--- src/rtl/disaggregator.sv ---
// disaggregator: pops one FETCH_WIDTH-lane bundle from an FWFT FIFO and
// replays its lanes, lane 0 first, one word per cycle into a narrow FIFO.
module disaggregator #(
  parameter int DATA_WIDTH  = 11,
  parameter int FETCH_WIDTH = 4
) (
  input  logic                              clk,
  input  logic                              rst_n,
  input  logic [FETCH_WIDTH*DATA_WIDTH-1:0] sender_data,
  input  logic                              sender_empty_n,
  output logic                              sender_deq,
  output logic [DATA_WIDTH-1:0]             receiver_data,
  input  logic                              receiver_full_n,
  output logic                              receiver_enq,
  output logic                              receiver_last
);
  localparam int IW = FETCH_WIDTH > 1 ? $clog2(FETCH_WIDTH) : 1;
  typedef enum logic {EMPTY, DRAIN} state_t;
  state_t                            valid_q, valid_d;
  logic [FETCH_WIDTH*DATA_WIDTH-1:0] buf_q, buf_d;
  logic [IW-1:0]                     idx_q, idx_d;
  logic                              last_lane;
  always_comb begin
    last_lane     = idx_q == IW'(FETCH_WIDTH - 1);
    receiver_data = buf_q[int'(idx_q)*DATA_WIDTH +: DATA_WIDTH];
    receiver_enq  = valid_q == DRAIN && receiver_full_n;
    receiver_last = receiver_enq && last_lane;
    // refill is allowed only once the last lane actually leaves, so a stall blocks it
    sender_deq    = rst_n && sender_empty_n && (valid_q == EMPTY || receiver_last);
    buf_d         = sender_deq ? sender_data : buf_q;
    idx_d         = (sender_deq || receiver_last) ? '0 : receiver_enq ? idx_q + 1'b1 : idx_q;
    valid_d       = sender_deq ? DRAIN : receiver_last ? EMPTY : valid_q;
  end
  always_ff @(posedge clk or negedge rst_n) begin
    if (!rst_n) begin
      buf_q   <= '0;
      idx_q   <= '0;
      valid_q <= EMPTY;
    end else begin
      buf_q   <= buf_d;
      idx_q   <= idx_d;
      valid_q <= valid_d;
    end
  end
endmodule

--- config.mk ---
export PLATFORM = sky130hd
export DESIGN_NAME = disaggregator
export DESIGN_NICKNAME = d
export VERILOG_FILES = /design/src/rtl/disaggregator.sv
export SDC_FILE = /design/constraint.sdc
export NUM_CORES = 1
export LEC_CHECK = 0
export ABC_AREA = 1
export CORE_AREA = 2 2 91 93
export CTS_CLUSTER_DIAMETER = 100
export DETAILED_ROUTE_END_ITERATION = 6
export DIE_AREA = 0 0 93 95
export GPL_ROUTABILITY_DRIVEN = 0
export GPL_TIMING_DRIVEN = 0
export PLACE_DENSITY = 0.54
export REMOVE_ABC_BUFFERS = 1
export SLEW_MARGIN = 20
export SYNTH_ARGS = -nofsm -noshare
export SYNTH_HDL_FRONTEND = slang
export SYNTH_SLANG_ARGS = --single-unit
--- constraint.sdc ---
create_clock -name clk -period 3.1 [get_ports clk]
set_input_delay 0.62 -clock clk [delete_from_list [all_inputs] [get_ports clk]]
set_output_delay 0.62 -clock clk [all_outputs]
set_load 0.01 [all_outputs]
==> results of run 1 <==
==> layout make-up <==
class	count	area, sq um
clock buffers	8	100
fillers	885	4760
inverters	7	56.3
multi-input cells	216	1030
flip-flops and latches	47	1180
well taps	105	131
repair buffers	64	654
repair inverters	1	8.76
==> logic make-up (layout without fill, tap and decap cells) <==
family / after synthesis / after routing / synth area share
AO/OA/AOI/OAI: 24 / 24 / 0.0648
adder cells (fa/ha/maj): 1 / 1 / 0.00549
AND/OR/NAND/NOR: 188 / 191 / 0.352
buffers and inverters: 25 / 80 / 0.0615
flip-flops: 47 / 47 / 0.516
==> metrics by stage <==
stage	power [mW]	std cells	worst slack, ns	area, sq um
floorplan	1.77	267	0.477	2160
global placement	2.31	433	-2.49	2910
detailed placement	2.34	434	-0.900	2920
CTS	2.92	446	0.0161	3150
global route	3.15	448	0.00788	3170
finish	2.90	448	0.103	3170
==> critical path: cells and delay by family <==
| kind | cells | cell delay (ns) |
|---|---|---|
| and+or+nand+nor | 3 | 0.57 |
| buffers and inverters | 3 | 1.17 |
==> metal layers <==
layer / up-vias / global-route usage / share of wire
met4: 0 / 0.0331 / 0.0081
li1: 1045 / - / -
met2: 63 / 0.254 / 0.45
met1: 1025 / 0.217 / 0.49
met5: - / 0 / 0
met3: 11 / 0.0319 / 0.044
==> registers in the layout, summed over array words and instances, names as in the netlist <==
| name | count |
|---|---|
| buf_q | 44 |
| idx_q | 2 |
| valid_q | 1 |
==> worst min path at each step <==
| stage | endpoint | from | slack (ns) |
|---|---|---|---|
| 2_1_floorplan | buf_q[0] | rst_n | 0.32 |
| 3_3_place_gp | buf_q[30] | buf_q[30] | 0.45 |
| 3_5_place_dp | buf_q[2] | buf_q[2] | 0.45 |
| 4_1_cts | buf_q[25] | rst_n | 0.14 |
| 5_1_grt | buf_q[5] | rst_n | 0.14 |
| 6_report | buf_q[25] | rst_n | 0.15 |
==> cell usage in the layout (no fill, tap or decap), drive strengths merged <==
| cell | n |
|---|---|
| nand4 | 1 |
| nor2 | 22 |
| clkbuf | 8 |
| bufinv | 1 |
| ha | 1 |
| or2 | 11 |
| clkdlybuf4s50 | 60 |
| dfrtp | 47 |
| a21oi | 1 |
| nand2 | 112 |
| nand3 | 45 |
| o211ai | 11 |
| o21ai | 12 |
| clkinvlp | 1 |
| inv | 6 |
| buf | 4 |
==> power by group through the flow <==
stage / combinational, mW / sequential, mW / clock (mW)
after floorplan: 0.716 / 1.05 / 0
after global placement: 1.20 / 1.12 / 0
after detailed placement: 1.21 / 1.13 / 0
after CTS: 1.37 / 1.12 / 0.424
after global routing: 1.54 / 1.16 / 0.450
final: 1.37 / 1.12 / 0.410
==> repair_timing <==
action / 4_1_cts / 5_1_grt
pin swaps: 1 / 1
setup endpoints to repair: 12 / 1
resized for setup: 17 / 1
hold buffers: 0 / 0
gates cloned: 2 / 2
setup buffers: 2 / 0
==> results.json, run 1 <==
{
  "status": "finished clean",
  "clk_pin_slew_ns": 0.09,
  "power_frac_comb": 0.473,
  "startpoint_type": "input pin",
  "finalCritPeriodShare": 0.967,
  "synth_cells": 285,
  "syn_to_final_growth_pct": 39.0,
  "drv_cap": 0,
  "synth_area_sq_um": 2280,
  "nets": 391,
  "grt_pass1_vias": 2014,
  "ys_ff_latch": 47,
  "worstSetupPathType": "in -> out",
  "drc": 0,
  "startpoint": "receiver_full_n",
  "yosysSeqAreaShare": 0.516,
  "fin_util": 0.400,
  "final_antenna_net_count": 0,
  "power_density_nw_per_um2": 915,
  "critPathMaxFanout": 23,
  "yosysWarnings": 0,
  "synth_common_cells": "107 x nand2_1, 47 x dfrtp_1, 45 x nand3_1",
  "syn_area_per_cell_sq_um": 7.99,
  "rr_worst_depth": 6,
  "power.switching_mw": 1.16,
  "p_int_mw": 1.74,
  "drt_pre_antenna_iters": 5,
  "routed_wl_mm": 6.95,
  "clockPowerShare": 0.141,
  "crit_end": "sender_deq",
  "reg2reg_to": "buf_q[17]",
  "grt_pass1_wl_mm": 10.5,
  "switching_share": 0.401,
  "antenna_found_initial": 0,
  "core-area_sq_um": 7930,
  "routedWlPerCell_um": 15.5,
  "dieHeight_um": 95,
  "slowest_stage": "clkdlybuf4s50_1",
  "crit_arrival_ns": 2.38,
  "netlist.area_leader.share": 0.516,
  "critical-path-max-stage-delay_ns": 0.55,
  "grtUsageTotal": 0.156,
  "finalCriticalPeriod_ns": 3.00,
  "via_count": 2144,
  "setup_viol": 0,
  "ys_top_cells_by_area": "dfrtp_1 52%, nand2_1 18%, nand3_1 9.9%",
  "die-width_um": 93,
  "io_buffer_count": 61,
  "hold_ws_ns": 0.145,
  "htree_levels": 2,
  "grt_max_degree": 47,
  "ys_types": 19,
  "vias_per_cell": 4.79,
  "yosys.area.top_type": "dfrtp_1",
  "finalSetupTns_ns": 0,
  "core.rowCount": 33,
  "crit_required_ns": 2.48,
  "cts_buffer_depth": 2,
  "max_freq_ghz": 0.334,
  "numCtsBuffers": 5,
  "ir_worst_vdd_mv": 0.336,
  "yosysMostFrequentCell": "nand2_1",
  "dieArea_sq_um": 8840,
  "timing.rr.start": "idx_q[0]",
  "synth_edf_count": 0,
  "cts_tree": "built",
  "drive_gt1_frac": 0.0991,
  "r2r_slack_ns": 1.32,
  "n_antenna_cell": 0,
  "fin_worst_skew_ns": 0.00485,
  "synthFlopType": "dfrtp_1",
  "io_pins": 62,
  "p_seq_frac": 0.386,
  "drt_iter0_markers": 95,
  "root_buffer": "clkbuf_8",
  "initial_core_util": 0.287,
  "drv_slew": 0,
  "rsz0062_at_grt": "no",
  "clock_latency_ns": 0.29,
  "grt_overflow": 0,
  "end_kind": "output pin",
  "cts.sinks": 47,
  "leakage_nw": 1.54,
  "cp_cell_sequence": "clkdlybuf4s50_1, nand3_4, nand2_8, nand2_8, inv_1, clkdlybuf4s50_1",
  "worstHoldPathType": "in -> async",
  "timing.slew.headroom": 0.635,
  "hold_viol_final": 0,
  "dp.final_hpwl_mm": 3.38,
  "postSynth.asyncResetShare": 1.00,
  "tightestPinTransition_ns": 0.548
}
No activity file was read; power rests on OpenSTA's default activity.
==> run 2, diff against run 1 <==
--- a/config.mk
+++ b/config.mk
@@ -11,7 +11,6 @@
 export DETAILED_ROUTE_END_ITERATION = 6
 export DIE_AREA = 0 0 93 95
 export GPL_ROUTABILITY_DRIVEN = 0
-export GPL_TIMING_DRIVEN = 0
 export PLACE_DENSITY = 0.54
 export REMOVE_ABC_BUFFERS = 1
 export SLEW_MARGIN = 20
==> run 2 against run 1 <==
Maximum frequency up 13%. Register-to-register slack lost 0.08 ns. Routed wire length fell by 19%. Largest cell class unchanged. Final cell count is 0.45% higher. Critical path depth grew 1. Sequential power decreased by 7%. Sequential cell count stayed put.
==> results.json, run 2 (synthesis gave the netlist of run 1 again) <==
{
  "status": "finished clean",
  "finalCritPeriodShare": 0.855,
  "fin_worst_skew_ns": 0.00754,
  "antenna_found_initial": 0,
  "max_flop_register": "buf_q",
  "initial_core_util": 0.287,
  "power_density_nw_per_um2": 890,
  "startpoint_type": "flip-flop",
  "root_buffer": "clkbuf_8",
  "worstHoldPathType": "in -> async",
  "largest_registers": "buf_q: 44 flops, idx_q: 2 flops, valid_q: 1 flops",
  "cts_resized": 0,
  "dp.final_hpwl_mm": 3.70,
  "r2r_slack_ns": 1.24,
  "slowest_stage": "clkdlybuf4s50_1",
  "grt_pass1_wl_mm": 9.52,
  "finalSetupTns_ns": 0,
  "grt_overflow": 0,
  "io_buffer_count": 61,
  "dieArea_sq_um": 8840,
  "syn_to_final_growth_pct": 34.0,
  "cts.sinks": 47,
  "htree_levels": 2,
  "drc": 0,
  "end_kind": "output pin",
  "grt_max_degree": 48,
  "cp_cell_sequence": "buf_4, ha_1, nand3_1, nand2_2, nand2_4, inv_1, clkdlybuf4s50_1",
  "cts_buffer_depth": 2,
  "routedWlPerCell_um": 12.5,
  "leakage_nw": 1.52,
  "numCtsBuffers": 5,
  "drt_pre_antenna_iters": 4,
  "core-area_sq_um": 7930,
  "routed_wl_mm": 5.64,
  "ir_worst_vdd_mv": 0.306,
  "finalCriticalPeriod_ns": 2.65,
  "drv_slew": 0,
  "clk_pin_slew_ns": 0.08,
  "cts_hold_buf": 0,
  "grtUsageTotal": 0.139,
  "vias_per_cell": 4.45,
  "crit_required_ns": 2.48,
  "critPathMaxFanout": 10,
  "rr_worst_depth": 8,
  "worstSetupPathType": "reg -> out",
  "critical-path-max-stage-delay_ns": 0.52,
  "max_freq_ghz": 0.377,
  "critPathBufInv": 3,
  "cts_tree": "built",
  "final_antenna_net_count": 0,
  "cts_setup_buffers": 0,
  "dieHeight_um": 95,
  "reg2reg_to": "buf_q[35]",
  "drv_cap": 0,
  "critPathTopFamily": "buffers and inverters",
  "setup_viol": 0,
  "io_pins": 62,
  "drive_gt1_frac": 0.0928,
  "nets": 393,
  "die-width_um": 93,
  "grt_pass1_vias": 2001,
  "final_cell_mix": "107 x nand2_1, 60 x clkdlybuf4s50_1, 47 x dfrtp_1",
  "mostFrequentLayoutCell": "nand2_1",
  "fin_util": 0.385,
  "clock_latency_ns": 0.29,
  "core.rowCount": 33,
  "timing.slew.headroom": 0.606,
  "rsz0062_at_grt": "no",
  "crit_arrival_ns": 2.03,
  "hold_viol_final": 0,
  "n_antenna_cell": 0,
  "via_count": 2002,
  "largest_register_ffs": 44,
  "drt_iter0_markers": 58,
  "timing.rr.start": "idx_q[0]",
  "tightestPinTransition_ns": 0.591
}
## run 2: worst max-delay path by stage
stage | cells past startpoint | slack [ns] | startpoint | endpoint
global route | 7 | 0.23 | idx_q[0] | sender_deq
global placement | 6 | 0.48 | receiver_full_n | sender_deq
finish | 7 | 0.45 | idx_q[0] | sender_deq
detailed placement | 6 | 0.46 | receiver_full_n | sender_deq
floorplan | 5 | 0.48 | idx_q[1] | sender_deq
CTS | 7 | 0.41 | idx_q[0] | sender_deq
## run 2: cell type report
class | count | area [sq um]
fill | 865 | 4870
timing repair buffer | 70 | 673
inverter | 7 | 26.3
clock inverter | 3 | 15.0
tap | 105 | 131
multi-input combinational | 213 | 962
clock buffer | 5 | 68.8
sequential | 47 | 1180
## run 2: power breakdown
| part | internal, mW | total [mW] | leakage (nW) | switching [mW] |
|---|---|---|---|---|
| Sequential | 0.892 | 1.04 | 0.585 | 0.145 |
| Combinational | 0.631 | 1.33 | 0.892 | 0.696 |
| Clock | 0.155 | 0.352 | 0.0477 | 0.197 |
| Total | 1.68 | 2.72 | 1.52 | 1.04 |
## run 2: layer usage
layer | track usage | wire, um
met2 | 0.215 | 2520
met3 | 0.0367 | 277
met1 | 0.194 | 2800
met5 | 0 | 0
met4 | 0.0331 | 40
## run 2: metrics by stage
stage,hold slack (ns),power [mW],worst slack (ns),area (sq um),instances
after floorplan,0.324,1.77,0.477,2160,267
after global placement,0.448,2.38,0.479,2970,442
after detailed placement,0.453,2.40,0.464,2970,442
after CTS,0.474,2.76,0.412,3050,450
after global routing,0.495,3.00,0.226,3050,450
final,0.468,2.72,0.449,3050,450
## run 2: worst reg2reg max path, cell delays in order (launching register included)
cell and delay, ns:
dfrtp_1 0.45, buf_4 0.21, ha_1 0.22, nand3_1 0.13, nand2_2 0.09, nand2_4 0.08
buf_4 0.40, nand2_1 0.15, nand2_1 0.08
